<file path="src/rtl/avmm_burst_arbiter.sv">
`default_nettype none
// ============================================================================
//  Module   : avmm_burst_arbiter
//  Purpose  : Two-requester round-robin Avalon-MM burst arbiter in front of a
//             single shared master port. Write bursts lock the grant until
//             the final beat is accepted. Read bursts are released as soon
//             as the command is accepted. A tag FIFO records the owner and
//             length of each read burst so that read beats coming back are
//             routed to the requester that issued them.
//  Ports    : clk, reset           - clock, asynchronous active-high reset
//             m0_* / m1_*          - requester Avalon-MM slave side
//             av_*                 - shared Avalon-MM master side
//             rd_orphan            - sticky: read beat arrived with no tag
//  Revision : 1.0 - initial release
// ============================================================================
module avmm_burst_arbiter #(
    parameter int ADDR_W    = 32,
    parameter int DATA_W    = 32,
    parameter int BURST_W   = 8,
    parameter int TAG_DEPTH = 4     // power of two, at least 2
) (
    input  logic                  clk,
    input  logic                  reset,

    input  logic [ADDR_W-1:0]     m0_address,
    input  logic                  m0_read,
    input  logic                  m0_write,
    input  logic [BURST_W-1:0]    m0_burstcount,
    input  logic [DATA_W-1:0]     m0_writedata,
    input  logic [DATA_W/8-1:0]   m0_byteenable,
    output logic                  m0_waitrequest,
    output logic [DATA_W-1:0]     m0_readdata,
    output logic                  m0_readdatavalid,

    input  logic [ADDR_W-1:0]     m1_address,
    input  logic                  m1_read,
    input  logic                  m1_write,
    input  logic [BURST_W-1:0]    m1_burstcount,
    input  logic [DATA_W-1:0]     m1_writedata,
    input  logic [DATA_W/8-1:0]   m1_byteenable,
    output logic                  m1_waitrequest,
    output logic [DATA_W-1:0]     m1_readdata,
    output logic                  m1_readdatavalid,

    output logic [ADDR_W-1:0]     av_address,
    output logic                  av_read,
    output logic                  av_write,
    output logic [BURST_W-1:0]    av_burstcount,
    output logic [DATA_W-1:0]     av_writedata,
    output logic [DATA_W/8-1:0]   av_byteenable,
    input  logic                  av_waitrequest,
    input  logic [DATA_W-1:0]     av_readdata,
    input  logic                  av_readdatavalid,

    output logic                  rd_orphan
);

    localparam int c_PTR_W = $clog2(TAG_DEPTH);
    localparam int c_CNT_W = c_PTR_W + 1;

    localparam logic [1:0] c_IDLE     = 2'd0;
    localparam logic [1:0] c_GRANT_RD = 2'd1;
    localparam logic [1:0] c_GRANT_WR = 2'd2;

    // ------------------------------------------------------------------
    // Declarations
    // ------------------------------------------------------------------
    logic [1:0]          r_state;
    logic [1:0]          w_state_nxt;
    logic                r_own;
    logic                r_pri;
    logic [ADDR_W-1:0]   r_addr;
    logic [BURST_W-1:0]  r_bc;
    logic [BURST_W-1:0]  r_beats;

    logic                r_tag_own [TAG_DEPTH];
    logic [BURST_W-1:0]  r_tag_bc  [TAG_DEPTH];
    logic [c_PTR_W-1:0]  r_wr_ptr;
    logic [c_PTR_W-1:0]  r_rd_ptr;
    logic [c_CNT_W-1:0]  r_count;
    logic [BURST_W-1:0]  r_ret_cnt;
    logic                r_orphan;

    logic                w_full;
    logic                w_empty;
    logic                w_elig0;
    logic                w_elig1;
    logic                w_grant_any;
    logic                w_win;
    logic                w_win_wr;
    logic [ADDR_W-1:0]   w_win_addr;
    logic [BURST_W-1:0]  w_win_bc_raw;
    logic [BURST_W-1:0]  w_win_bc;
    logic                w_own_read;
    logic                w_own_write;
    logic                w_rd_acc;
    logic                w_wr_acc;
    logic                w_push;
    logic                w_beat;
    logic                w_last;
    logic                w_pop;
    logic                w_head_own;
    logic [BURST_W-1:0]  w_head_bc;

    // ------------------------------------------------------------------
    // Arbitration. A read is only a candidate while the registered full
    // flag is clear; a pop landing on the same edge does not count, which
    // keeps the full check off the return-path timing.
    // ------------------------------------------------------------------
    assign w_full  = (r_count == c_CNT_W'(TAG_DEPTH));
    assign w_empty = (r_count == '0);

    assign w_elig0 = m0_write | (m0_read & ~w_full);
    assign w_elig1 = m1_write | (m1_read & ~w_full);

    always_comb begin
        w_grant_any = 1'b0;
        w_win       = r_pri;
        if (w_elig0 && w_elig1) begin
            w_grant_any = 1'b1;
            w_win       = r_pri;
        end else if (w_elig0) begin
            w_grant_any = 1'b1;
            w_win       = 1'b0;
        end else if (w_elig1) begin
            w_grant_any = 1'b1;
            w_win       = 1'b1;
        end
    end

    assign w_win_wr     = w_win ? m1_write      : m0_write;
    assign w_win_addr   = w_win ? m1_address    : m0_address;
    assign w_win_bc_raw = w_win ? m1_burstcount : m0_burstcount;
    // A zero burstcount is illegal; carry it through as a single beat.
    assign w_win_bc     = (w_win_bc_raw == '0) ? BURST_W'(1) : w_win_bc_raw;

    assign w_own_read  = r_own ? m1_read  : m0_read;
    assign w_own_write = r_own ? m1_write : m0_write;

    assign w_rd_acc = (r_state == c_GRANT_RD) & w_own_read  & ~av_waitrequest;
    assign w_wr_acc = (r_state == c_GRANT_WR) & w_own_write & ~av_waitrequest;

    // ------------------------------------------------------------------
    // Grant FSM: state register
    // ------------------------------------------------------------------
    always_ff @(posedge clk or posedge reset) begin
        if (reset) begin
            r_state <= c_IDLE;
        end else begin
            r_state <= w_state_nxt;
        end
    end

    // Grant FSM: next state. A write grant is held until the beat counter
    // runs out, even if the owner drops write mid-burst.
    always_comb begin
        w_state_nxt = r_state;
        case (r_state)
            c_IDLE: begin
                if (w_grant_any) begin
                    w_state_nxt = w_win_wr ? c_GRANT_WR : c_GRANT_RD;
                end
            end
            c_GRANT_RD: begin
                if (w_rd_acc) begin
                    w_state_nxt = c_IDLE;
                end
            end
            c_GRANT_WR: begin
                if (w_wr_acc && (r_beats == BURST_W'(1))) begin
                    w_state_nxt = c_IDLE;
                end
            end
            default: w_state_nxt = c_IDLE;
        endcase
    end

    // Grant FSM: outputs
    always_comb begin
        av_read        = 1'b0;
        av_write       = 1'b0;
        m0_waitrequest = 1'b1;
        m1_waitrequest = 1'b1;
        case (r_state)
            c_GRANT_RD: begin
                av_read = w_own_read;
                if (r_own) begin
                    m1_waitrequest = av_waitrequest;
                end else begin
                    m0_waitrequest = av_waitrequest;
                end
            end
            c_GRANT_WR: begin
                av_write = w_own_write;
                if (r_own) begin
                    m1_waitrequest = av_waitrequest;
                end else begin
                    m0_waitrequest = av_waitrequest;
                end
            end
            default: begin
                av_read  = 1'b0;
                av_write = 1'b0;
            end
        endcase
    end

    // Owner, round-robin pointer and first-beat command capture. Address
    // and burstcount stay frozen for the whole grant.
    always_ff @(posedge clk or posedge reset) begin
        if (reset) begin
            r_own   <= 1'b0;
            r_pri   <= 1'b0;
            r_addr  <= '0;
            r_bc    <= '0;
            r_beats <= '0;
        end else if ((r_state == c_IDLE) && w_grant_any) begin
            r_own   <= w_win;
            r_pri   <= ~w_win;
            r_addr  <= w_win_addr;
            r_bc    <= w_win_bc;
            r_beats <= w_win_wr ? w_win_bc : '0;
        end else if (w_wr_acc) begin
            r_beats <= r_beats - BURST_W'(1);
        end
    end

    assign av_address    = r_addr;
    assign av_burstcount = r_bc;
    assign av_writedata  = r_own ? m1_writedata  : m0_writedata;
    assign av_byteenable = r_own ? m1_byteenable : m0_byteenable;

    // ------------------------------------------------------------------
    // Tag FIFO and read return path. The head entry's beats are counted up
    // from zero so no per-entry load of a down-counter is needed.
    // ------------------------------------------------------------------
    assign w_push     = w_rd_acc;
    assign w_head_own = r_tag_own[r_rd_ptr];
    assign w_head_bc  = r_tag_bc[r_rd_ptr];
    assign w_beat     = av_readdatavalid & ~w_empty;
    assign w_last     = (r_ret_cnt == (w_head_bc - BURST_W'(1)));
    assign w_pop      = w_beat & w_last;

    always_ff @(posedge clk) begin
        if (w_push) begin
            r_tag_own[r_wr_ptr] <= r_own;
            r_tag_bc[r_wr_ptr]  <= r_bc;
        end
    end

    always_ff @(posedge clk or posedge reset) begin
        if (reset) begin
            r_wr_ptr  <= '0;
            r_rd_ptr  <= '0;
            r_count   <= '0;
            r_ret_cnt <= '0;
            r_orphan  <= 1'b0;
        end else begin
            if (w_push) begin
                r_wr_ptr <= r_wr_ptr + c_PTR_W'(1);
            end
            if (w_pop) begin
                r_rd_ptr <= r_rd_ptr + c_PTR_W'(1);
            end
            case ({w_push, w_pop})
                2'b10:   r_count <= r_count + c_CNT_W'(1);
                2'b01:   r_count <= r_count - c_CNT_W'(1);
                default: r_count <= r_count;
            endcase
            if (w_beat) begin
                r_ret_cnt <= w_last ? '0 : (r_ret_cnt + BURST_W'(1));
            end
            // Beats with no tag (e.g. still in flight across a reset) are
            // dropped and flagged.
            if (av_readdatavalid && w_empty) begin
                r_orphan <= 1'b1;
            end
        end
    end

    assign m0_readdata      = av_readdata;
    assign m1_readdata      = av_readdata;
    assign m0_readdatavalid = w_beat & ~w_head_own;
    assign m1_readdatavalid = w_beat &  w_head_own;
    assign rd_orphan        = r_orphan;

endmodule
`default_nettype wire

</file>
<file path="config.mk">
export PLATFORM = sky130hd
export DESIGN_NAME = avmm_burst_arbiter
export DESIGN_NICKNAME = d
export VERILOG_FILES = /design/src/rtl/avmm_burst_arbiter.sv
export SDC_FILE = /design/constraint.sdc
export NUM_CORES = 1
export LEC_CHECK = 0
export ABC_CLOCK_PERIOD_IN_PS = 4800
export CORE_AREA = 2 2 131 133
export DETAILED_ROUTE_END_ITERATION = 12
export DIE_AREA = 0 0 133 135
export PLACE_DENSITY = 0.83
export SKIP_CTS_REPAIR_TIMING = 1
export SYNTH_ARGS = -nofsm -noshare
export SYNTH_HDL_FRONTEND = slang
export SYNTH_SLANG_ARGS = --single-unit
</file>
<file path="constraint.sdc">
create_clock -name clk -period 4.8 [get_ports clk]
set_clock_uncertainty 0.15 [all_clocks]
set_input_delay 1.44 -clock clk [delete_from_list [all_inputs] [get_ports clk]]
set_output_delay 1.44 -clock clk [all_outputs]
set_load 0.05 [all_outputs]
</file>
-- Word-level counts from Yosys, hierarchy flattened
Memory sizes are Yosys's and may differ from the RTL's.
Index checks and enable logic that the tools add are counted.
- register bits: 68
- bits in writable memories: 36
- bits of input ports: 192
- output and inout bits: 147
- word-level logic and storage cells: 90
- memories: 2
- add/sub/neg operators: 7
- eq/ne operators: 10
- muxes and demuxes: 32
- bitwise logic cells: 17
- reduce and logical (&&, ||, !) cells: 11
- memories (memory ; depth ; width ; rd ports ; clocked after Yosys merged registers in ; write ports ; RTL line ; RTL):
    r_tag_bc ; 4 ; 8 ; 1 ; 0 ; 1 ; 77 ; logic [BURST_W-1:0] r_tag_bc [TAG_DEPTH];
    r_tag_own ; 4 ; 1 ; 1 ; 0 ; 1 ; 76 ; logic r_tag_own [TAG_DEPTH];
- operators by type and width (operator ; number):
    2-to-1 mux 32 bit ; 2
    2-to-1 mux 8 bit ; 6
    2-to-1 mux 1 bit ; 17
    subtractor 8 x 1 -> 8 bit (second input constant) ; 2
    AND 1 bit ; 10
    adder 8 x 1 -> 8 bit (second input constant) ; 1
    equality test 8 x 1 -> 1 bit (second input constant) ; 1
    equality test 8 bit ; 1
    zero test 8 bit ; 1
    2-to-1 mux 2 bit ; 4
    one-hot mux 2 bit (3 select lines) ; 1
    one-hot mux 3 bit (2 select lines) ; 1
    NOT 1 bit ; 5
    adder 2 x 1 -> 2 bit (second input constant) ; 2
    equality test 2 x 1 -> 1 bit (second input constant) ; 2
    equality test 2 bit (second input constant) ; 2
    logical AND 1 bit ; 4
    2-to-1 mux 4 bit ; 1
    != test 2 bit (second input constant) ; 2
    nonzero test 2 bit ; 2
    adder 3 x 1 -> 3 bit (second input constant) ; 1
    equality test 3 bit (second input constant) ; 1
    zero test 3 bit ; 1
    AND reduction 3 bit ; 1
    5 further kinds ; 6

-- Logic depth before layout (Yosys ltp)
- depth in word-level cells: 12
- gate-level depth with buffers: 15
- depth with buffers taken out: 14

-- Worst setup path before layout
Ideal clock, no wire load.
- kind: input -> output
- from: input av_readdatavalid
- to: output m0_readdatavalid
- arrival time: 2238 ps
- setup slack: 972 ps
- stages: 2
- path buffers: 0
- cell sequence: nand2b_1 > nor2_1
- word-level cells in the longest chain between the ends: 2
- RTL lines (what ; RTL line ; RTL):
    start, declared ; 53 ; input logic av_readdatavalid,
    AND 1 bit ; 240 ; assign w_beat = av_readdatavalid & ~w_empty;
    AND 1 bit ; 283 ; assign m0_readdatavalid = w_beat & ~w_head_own;
    end, declared ; 33 ; output logic m0_readdatavalid,
Every way passes these cells.

-- Worst setup path after layout
- from: input m1_writedata[31]
- to: output av_writedata[31]
- word-level cells in the longest chain between the ends: 1
- RTL lines (what ; RTL line ; RTL):
    start, declared ; 39 ; input logic [DATA_W-1:0] m1_writedata,
    2-to-1 mux 32 bit ; 230 ; assign av_writedata = r_own ? m1_writedata : m0_writedata;
    end, declared ; 49 ; output logic [DATA_W-1:0] av_writedata,
Every way passes these cells.

==> impl_metrics.env <==
export IMPL_diodes=0
export IMPL_worstSetupStartpointType="input pin"
export IMPL_p_per_area_mw_per_mm2=624
export IMPL_power_frac_comb=0.577
export IMPL_use_met1=0.212
export IMPL_die_y_um=135
export IMPL_power_share_sequential=0.283
export IMPL_seq_area_frac_synth=0.466
export IMPL_antenna_left=0
export IMPL_p_int_mw=2.82
export IMPL_syn_mean_instance_area_um2=10.9
export IMPL_layout_common_cells="clkdlybuf4s50_1, dfrtp_1, nand2_1"
export IMPL_p_sw_mw=2.49
export IMPL_cp_common_cell="clkdlybuf4s50_1"
export IMPL_drc=0
export IMPL_reg2reg_to="r_count[2]"
export IMPL_nets=931
export IMPL_yosysUniqueCellTypes=60
export IMPL_cts_buffers=9
export IMPL_period_needed_ps=4460
export IMPL_path_max_fanout=1
export IMPL_ff2ff_setup_slack_ps=840
export IMPL_synth_cells=549
export IMPL_maxCapViolations=0
export IMPL_r2r_start="r_rd_ptr[0]"
export IMPL_min_path_cells=1
export IMPL_setup_tns_ps=0
export IMPL_ios=339
export IMPL_dieArea_mm2=0.0180
export IMPL_antenna_found_initial=0
export IMPL_routedWlPerCell_um=16.4
export IMPL_grt_ovfl_total=0
export IMPL_cts_root_buf="clkbuf_16"
export IMPL_htreeDepth=3
export IMPL_period_share=0.929
export IMPL_globalRouteTotalUtil=0.174
export IMPL_io_buffer_count=242
export IMPL_status="finished clean"
export IMPL_use_met3=0.0480
export IMPL_synthArstFlopShare=0.654
export IMPL_place_congestion=0.771
export IMPL_clkLatencyLatePin_ps=350
export IMPL_wirelength_um=15600
export IMPL_ys_ff_latch=104
export IMPL_hold_class="flip-flop to flip-flop"
export IMPL_postLayoutCoreUtil=0.519
export IMPL_rows=47
export IMPL_finalSetupViolations=0
export IMPL_crit_arrival_ps=2870
export IMPL_worstHoldStart="rd_orphan"
export IMPL_synth_area_mm2=0.00598
export IMPL_use_met2=0.300
export IMPL_path_class="input pin to output port"
export IMPL_swShare=0.469
export IMPL_syn_nets=754
export IMPL_fin_area_mm2=0.00851
export IMPL_cts_buffer_depth=2
export IMPL_grt_first_pass_wirelength_um=24600
export IMPL_crit_chain="clkdlybuf4s50_1 -> mux2_2 -> clkdlybuf4s50_1"
export IMPL_dr_pass1_iters=4
export IMPL_hold_violations=0
export IMPL_ir_worst_vdd_uv=377
export IMPL_yosysWarnings=0
export IMPL_endpoint_kind="output port"
export IMPL_final_common_cell="clkdlybuf4s50_1"
export IMPL_max_freq_mhz=224
export IMPL_core_mm2=0.0164
export IMPL_start_util=0.364
export IMPL_crit_required_ps=3210
export IMPL_clkSinkCount=104
export IMPL_clkPwrFrac=0.140
export IMPL_worstRegToRegCells=13
export IMPL_hpwl_um=11800
export IMPL_die_width_um=133
export IMPL_grt_max_degree=69
export IMPL_first_global_vias=4839
export IMPL_first_iter_violations=285
export IMPL_min_to="rd_orphan"
export IMPL_tightest_slew_ps=929
export IMPL_busiest_layer="met2"
export IMPL_slew_headroom=0.381
export IMPL_cts_tree="yes"
export IMPL_slowest_delay_ps=800
export IMPL_ys_flop_type="dfrtp_1"
export IMPL_place_area_mm2=0.00820
export IMPL_p_leak_nw=3.44
export IMPL_area_growth_pct=42.4
export IMPL_clk_pin_slew_ps=70
export IMPL_vias=4742
export IMPL_synth_edf_count=36
export IMPL_crit_slowest_cell="clkdlybuf4s50_1"
export IMPL_rsz0062_at_grt="no"
export IMPL_drt_vias_per_instance=4.99
export IMPL_drive_gt1_frac=0.150
export IMPL_slew_violations=0
## per-layer routing
layer | vias to the layer above | part of all wire
li1 | 2272 | -
met1 | 2291 | 0.41
met2 | 148 | 0.51
met3 | 31 | 0.060
met4 | 0 | 0.021
met5 | - | 0
## logic make-up (layout without fill, tap and decap cells)
family,count (synthesis),in the layout,synth area share
flip-flops,104,104,0.466
adder cells (fa/ha/maj),14,14,0.0301
XOR/XNOR,16,16,0.0247
AO/OA/AOI/OAI,99,99,0.117
multiplexers,59,59,0.129
AND/OR/NAND/NOR,152,152,0.125
buffers and inverters,105,287,0.108
## registers in the layout, indices dropped and copies added, names as in the netlist, 3 cells and up
| register | count |
|---|---|
| av_burstcount | 8 |
| r_beats | 8 |
| r_tag_own | 4 |
| av_address | 32 |
| r_count | 3 |
| r_tag_bc | 32 |
| r_ret_cnt | 8 |
## critical path: cells and delay by family
family,cells,cell delay [ps]
buffers and inverters,2,1280
muxes,1,150
## worst max path at each step
| stage | start | endpoint | slack, ps | cells past startpoint |
|---|---|---|---|---|
| 2_1_floorplan | av_readdatavalid | m0_readdatavalid | 970 | 2 |
| 5_1_grt | m1_writedata[1] | av_writedata[1] | 320 | 3 |
| 3_3_place_gp | m1_writedata[7] | av_writedata[7] | 360 | 3 |
| 3_5_place_dp | m1_writedata[31] | av_writedata[31] | 340 | 3 |
| 6_report | m1_writedata[31] | av_writedata[31] | 340 | 3 |
| 4_1_cts | m1_writedata[31] | av_writedata[31] | 340 | 3 |
## cell usage after synthesis (11+ instances only)
master / n / share of area
a21oi_1: 12 / 0.010
nand2_1: 50 / 0.031
edfxtp_1: 36 / 0.18
dfrtp_1: 68 / 0.28
ha_1: 12 / 0.025
inv_1: 16 / 0.010
o21ai_0: 11 / 0.0092
mux2_2: 40 / 0.075
clkbuf_1: 12 / 0.0075
nor2_1: 26 / 0.016
a22oi_1: 32 / 0.040
buf_4: 64 / 0.080
nand3_1: 37 / 0.031
## stage by stage
| stage | hold WS [ps] | std cells | worst slack (ps) | power, mW |
|---|---|---|---|---|
| final | 311 | 951 | 343 | 5.31 |
| after global routing | 362 | 951 | 318 | 5.61 |
| after CTS | 315 | 951 | 337 | 5.35 |
| after detailed placement | 300 | 935 | 344 | 4.59 |
| after global placement | 292 | 935 | 359 | 4.54 |
| after floorplan | 307 | 549 | 972 | 3.70 |
## cell type report
| cell class | count | area, um^2 |
|---|---|---|
| Multi-Input combinational cell | 340 | 2560 |
| Fill cell | 1438 | 7900 |
| Clock buffer | 9 | 225 |
| Timing Repair Buffer | 255 | 2520 |
| Tap cell | 220 | 275 |
| Sequential cell | 104 | 2780 |
| Clock inverter | 7 | 80.1 |
| Inverter | 16 | 60.1 |
## power by group through the flow
stage               sequential [mW]  combinational (mW)  clock [mW]
floorplan                      2.03                1.67           0
global placement               1.51                3.03           0
detailed placement             1.51                3.08           0
CTS                            1.50                3.09       0.767
global route                   1.55                3.26       0.804
finish                         1.50                3.06       0.745
(Power assumes the default switching activity.)
==> variant 1, RTL diff (same settings) <==
`BURST_W`: 8 -> 12.
--- a/src/rtl/avmm_burst_arbiter.sv
+++ b/src/rtl/avmm_burst_arbiter.sv
@@ -16,7 +16,7 @@
 module avmm_burst_arbiter #(
     parameter int ADDR_W    = 32,
     parameter int DATA_W    = 32,
-    parameter int BURST_W   = 8,
+    parameter int BURST_W   = 12,
     parameter int TAG_DEPTH = 4     // power of two, at least 2
 ) (
     input  logic                  clk,
Interface: changed (resized av_burstcount, m0_burstcount and m1_burstcount); port bits go from 339 to 351. The function was not compared with the original's and may differ.
==> variant 1 against the original RTL <==
  * Wire length grew 22%
  * Non-clock buffer count grew 9
  * Highest routed layer unchanged
  * Maximum frequency increased by 0.30%
  * Sequential cell count rose by 28
  * Total power grew 17%
  * Cell area grew 20%
  * Sequential power increased by 25%
  * Worst setup slack improved by 0.013 ns
  * Area after synthesis grew 23%
  * Combinational power barely moved
==> variant 1: results (changes against the original RTL) <==
Place
  • Dpl cells: 1040 (+11%)
  • Place WS: 0.356 ns (+0.0117 ns)
  • # port buffers: 254 (+5.0%)
  • Placer Congestion: 0.856 (+11%)
  • DP HPWL: 14300 um (+21%)

Global routing
  • Global-route wire length before repair: 30100 um (+22%)
  • Initial antenna violation count: 1 (+1)
  • GRT Total Usage: 21.8% (+4.4 points)
  • Pin count of the biggest net entering global routing: 99 (+43%)
  • Vias in the first global route: 5857 (+21%)

Synth
  • Syn nets: 861 (+14%)
  • EDFF count, synth: 52 (+44%)
  • FFs w/ async S/R, synth: 60.6% (-4.8 points)
  • Top post-synthesis cells by area: dfrtp_1, edfxtp_1, mux2i_1
  • Avg Inst Size Synth: 11.3 um2 (+3.8%)
  • Most common library cells after synthesis: dfrtp_1, nor2_1, buf_4
  • Synth cell types: 54 (-10%)
  • Number of synthesis warnings: 0 (unchanged)
  • Register area share after synthesis: 48.7% (+2.1 points)

Route
  • Initial DRC count: 226 (-21%)
  • WL/cell: 17.7 um (+8.3%)
  • Final WL: 19000 um (+22%)
  • DR vias: 5483 (+16%)

Status
  • Status: completed

CTS
  • Root Driver: clkbuf_16
  • Clock-pin transition on the worst setup and hold timing paths: 0.05 ns (-0.02 ns)
  • # H-tree levels: 4 (+1)
  • Max clock buf depth: 2 (unchanged)
  • Clock Latency Late Sink: 0.42 ns (+0.07 ns)
  • CTS Buf Count: 17 (+8)

Final layout
  • Share of cells above drive strength 1: 15.3% (+0.21 points)
  • Final net count: 1052 (+13%)
  • Max reg flops: 48
  • Most flops, register: r_tag_bc

Power
  • Worst IR Drop VDD: 0.000460 V (+22%)
  • Pleak: 0.00403 uW (+17%)

Worst setup path
  • Arrival @ worst endpoint: 2.85 ns (-0.02 ns)

Hold path
  • Worst Hold Class: flip-flop to flip-flop

STA
  • Worst slew pin tran: 0.935 ns (+0.00664 ns)
## variant 1: power breakdown
part	internal, uW	switching [uW]	total [uW]
sequential	1550	331	1880
combinational	1150	1890	3050
clock	788	486	1270
total	3490	2710	6200
## variant 1: cell type report
| type | count | area, um2 |
|---|---|---|
| clock buffer | 22 | 497 |
| sequential | 132 | 3560 |
| fill | 1289 | 6190 |
| tap | 220 | 275 |
| inverter | 18 | 68.8 |
| multi-input combinational | 406 | 3090 |
| timing repair buffer | 264 | 2640 |
| clock inverter | 10 | 92.6 |
| antenna | 1 | 2.50 |
## variant 1: worst paths after layout
check / start / to / slack, ns / cells after the start
max in group asynchronous: reset / r_beats[0]$_DFFE_PP0P_ / 2.48 / 3
min in group asynchronous: reset / av_address[7]$_DFFE_PP0P_ / 1.37 / 2
max: m0_writedata[24] / av_writedata[24] / 0.36 / 3
max reg2reg: r_rd_ptr[0]$_DFFE_PP0P_ / r_count[2]$_DFFE_PP0P_ / 0.46 / 14
min reg2reg: rd_orphan$_DFFE_PP0P_ / rd_orphan$_DFFE_PP0P_ / 0.31 / 1
min: rd_orphan$_DFFE_PP0P_ / rd_orphan$_DFFE_PP0P_ / 0.31 / 1
## variant 1: worst max-delay path, cell delays in order
cell and delay [ns]:
clkdlybuf4s50_1 0.47, mux2_2 0.15, clkdlybuf4s50_1 0.80
## variant 1: metrics by stage
step / cell area, um2 / hold slack (ns) / util (%)
2_1_floorplan: 7320 / 0.307 / -
3_3_place_gp: 9630 / 0.298 / 58.7
3_5_place_dp: 9630 / 0.302 / 58.7
4_1_cts: 10200 / 0.311 / 62.3
5_1_grt: 10200 / 0.342 / 62.3
6_report: 10200 / 0.306 / 62.3
## variant 1: cells by family (layout without fill, tap and decap cells)
logic type | after synthesis | after routing | synth area share (%)
other | 0 | 1 | 0
buffers and inverters | 110 | 314 | 9.38
AND/OR/NAND/NOR | 156 | 156 | 10.2
adder cells (fa/ha/maj) | 14 | 14 | 2.46
multiplexers | 104 | 104 | 17.1
XOR/XNOR | 39 | 39 | 4.77
flip-flops | 132 | 132 | 48.7
AO/OA/AOI/OAI | 93 | 93 | 7.47
## variant 1: metal layers
layer	vias up	global-route usage, %	wire length, um	share of wire, %
li1	2618	-	-	-
met1	2636	24.7	7280	38
met2	192	37.3	9810	52
met3	37	8.67	1540	8.1
met4	0	8.06	403	2.1
met5	-	0	0	0
==> variant 2, RTL diff (same flow settings) <==
Made on the original files. Reset style: synchronous (`reset`), changed in 3 clocked blocks. Comments in the files are not updated.
--- a/src/rtl/avmm_burst_arbiter.sv
+++ b/src/rtl/avmm_burst_arbiter.sv
@@ -143,7 +143,7 @@
     // ------------------------------------------------------------------
     // Grant FSM: state register
     // ------------------------------------------------------------------
-    always_ff @(posedge clk or posedge reset) begin
+    always_ff @(posedge clk) begin
         if (reset) begin
             r_state <= c_IDLE;
         end else begin
@@ -207,7 +207,7 @@
 
     // Owner, round-robin pointer and first-beat command capture. Address
     // and burstcount stay frozen for the whole grant.
-    always_ff @(posedge clk or posedge reset) begin
+    always_ff @(posedge clk) begin
         if (reset) begin
             r_own   <= 1'b0;
             r_pri   <= 1'b0;
@@ -248,7 +248,7 @@
         end
     end
 
-    always_ff @(posedge clk or posedge reset) begin
+    always_ff @(posedge clk) begin
         if (reset) begin
             r_wr_ptr  <= '0;
             r_rd_ptr  <= '0;
Formal check against the unedited RTL: differs if reset is asserted again (counterexample within 4 cycles, from zero or initial values and one cycle with reset high); with reset held inactive, the same outputs for 4 cycles.
==> variant 2 against the original RTL <==
  * Global-route usage increased by 1.2 points
  * Worst setup slack better by 0.0081 ns
  * Highest routed layer unchanged
  * Sequential share of layout area is 2.4 points lower
  * Cell area is 3.8% lower
  * Area after synthesis decreased by 3.5%
  * Total power decreased by 27%
  * Critical path depth unchanged
  * Critical endpoint is now av_writedata[21]
  * Largest cell class is now multi-input gates
  * Sequential cell count up 2
  * Wire length is 9.7% higher
==> variant 2: results (changes against the original RTL) <==
Status
  • Status: completed

Hold path
  • Hold wc startpoint: rd_orphan$_SDFFE_PP0P_
  • Hold path cells: 2 (+1)
  • Worst Hold Class: flip-flop to flip-flop
  • Hold endpoint: rd_orphan$_SDFFE_PP0P_

CTS
  • Root Driver: clkbuf_16
  • CTS Buf Count: 9 (unchanged)
  • # H-tree levels: 3 (unchanged)
  • Clock-pin transition on the worst setup and hold timing paths: 0.07 ns (about the same)
  • Clock Latency Late Sink: 0.35 ns (about the same)
  • Max clock buf depth: 2 (unchanged)

Worst setup path
  • CP max-delay cell: clkdlybuf4s50_1
  • Worst R2R Setup Slack: 0.51 ns (-0.33 ns)
  • R2R cell count: 13 (unchanged)
  • Cell family with most CP delay: buffers and inverters
  • CP peak stage delay: 0.80 ns (about the same)
  • R2R Path End: r_count[2]$_SDFFE_PP0P_
  • Critical path peak fanout: 1 (unchanged)
  • Arrival @ worst endpoint: 2.86 ns (about the same)

Global routing
  • GRT Total Usage: 18.6% (+1.2 points)
  • Global-route wire length before repair: 26100 um (+6.1%)
  • Vias in the first global route: 4968 (+2.7%)
  • Initial antenna violation count: 1 (+1)
  • Pin count of the biggest net entering global routing: 45 (-35%)

Power
  • Clock power share: 19.1% (+5.1 points)
  • Power per standard cell area: 474 mW/mm2 (-24%)
  • Pleak: 0.00301 uW (-13%)
  • Worst IR Drop VDD: 0.000279 V (-26%)
  • Power Internal: 2200 uW (-22%)

Synth
  • Most common library cells after synthesis: nor2_1, dfxtp_1, buf_4
  • Post-Synth Adder-Cell Area: 3.12% (+0.11 points)
  • Synth cell types: 53 (-12%)
  • Number of synthesis warnings: 0 (unchanged)
  • EDFF count, synth: 36 (unchanged)
  • Synth Area in Compound Gates: 11.6% (-0.098 points)
  • FFs w/ async S/R, synth: 0% (-65 points)
  • Top post-synthesis cells by area: dfxtp_1, edfxtp_1, buf_4
  • Register area share after synthesis: 43.0% (-3.5 points)
  • Post-Synth XOR/XNOR Area: 3.04% (+0.57 points)
  • Syn nets: 771 (+2.3%)
  • Post-synthesis mux area share: 13.6% (+0.72 points)
  • Commonest register cell after synthesis: dfxtp_1

Place
  • Place WS: 0.340 ns (-0.00362 ns)
  • Cell Area, Placed: 0.00789 mm2 (-3.9%)
  • # port buffers: 242 (unchanged)
  • Placer Congestion: 0.839 (+8.8%)
  • DP HPWL: 13300 um (+12%)

Route
  • DR vias: 4941 (+4.2%)
  • Total iterations of the first detailed-routing run: 8 (+4)
  • WL/cell: 17.8 um (+8.7%)
  • Initial DRC count: 351 (+23%)

Final layout
  • Share of cells above drive strength 1: 16.4% (+1.3 points)
  • Final net count: 939 (+0.86%)

STA
  • Rel. slew slack: 55.2% (+17 points)
  • Setup_tns: 0 ns (unchanged)
  • Min Tclk post-route: 4.45 ns (-0.00808 ns)
## variant 2: cells by family (layout without fill, tap and decap cells)
family,after synthesis,after routing
and+or+nand+nor,162,162
buffers and inverters,114,287
DFF,106,106
AOI/OAI and AO/OA,89,89
muxes,61,61
xor gates and xnor gates,20,20
adders and majority gates,14,14
other,0,1
## variant 2: per-stage QoR
step                      instances  hold WS [ns]
after floorplan                 566         0.308
after global placement          943         0.309
after detailed placement        943         0.341
after CTS                       959         0.358
after global routing            960         0.385
final                           960         0.351
## variant 2: worst max-delay path by stage
stage	startpoint	to	cells past startpoint
global route	flip-flop	r_count[2]$_SDFFE_PP0P_	14
detailed placement	m1_writedata[21]	av_writedata[21]	3
CTS	m1_writedata[21]	av_writedata[21]	3
global placement	m1_writedata[1]	av_writedata[1]	3
finish	m1_writedata[21]	av_writedata[21]	3
floorplan	av_readdatavalid	m0_readdatavalid	3
## variant 2: per-layer routing
metal / track usage, % / up-vias / part of all wire [%]
met5: 0 / - / 0
li1: - / 2347 / -
met2: 32.0 / 205 / 51
met4: 9.02 / 0 / 3.1
met3: 5.29 / 46 / 7.1
met1: 21.3 / 2343 / 39
## variant 2: layout make-up
class,instances,area [um2]
fillers,1479,8220
multi-input cells,346,2610
flip-flops and latches,106,2480
repair buffers,253,2450
well taps,220,275
clock buffers,9,225
clock inverters,7,68.8
inverters,18,67.6
diodes,1,2.50
## variant 2: power groups by stage
stage               clock network (uW)  registers, uW  logic [uW]
detailed placement                   0           1270        1890
floorplan                            0           1570        1060
finish                             739           1250        1890
global route                       796           1270        2000
global placement                     0           1260        1870
CTS                                757           1250        1900
## variant 2: worst min-delay path: stages (launching register included)
cell     delay, ns
dfxtp_1       0.34
a21oi_1       0.05
nor2_1        0.08
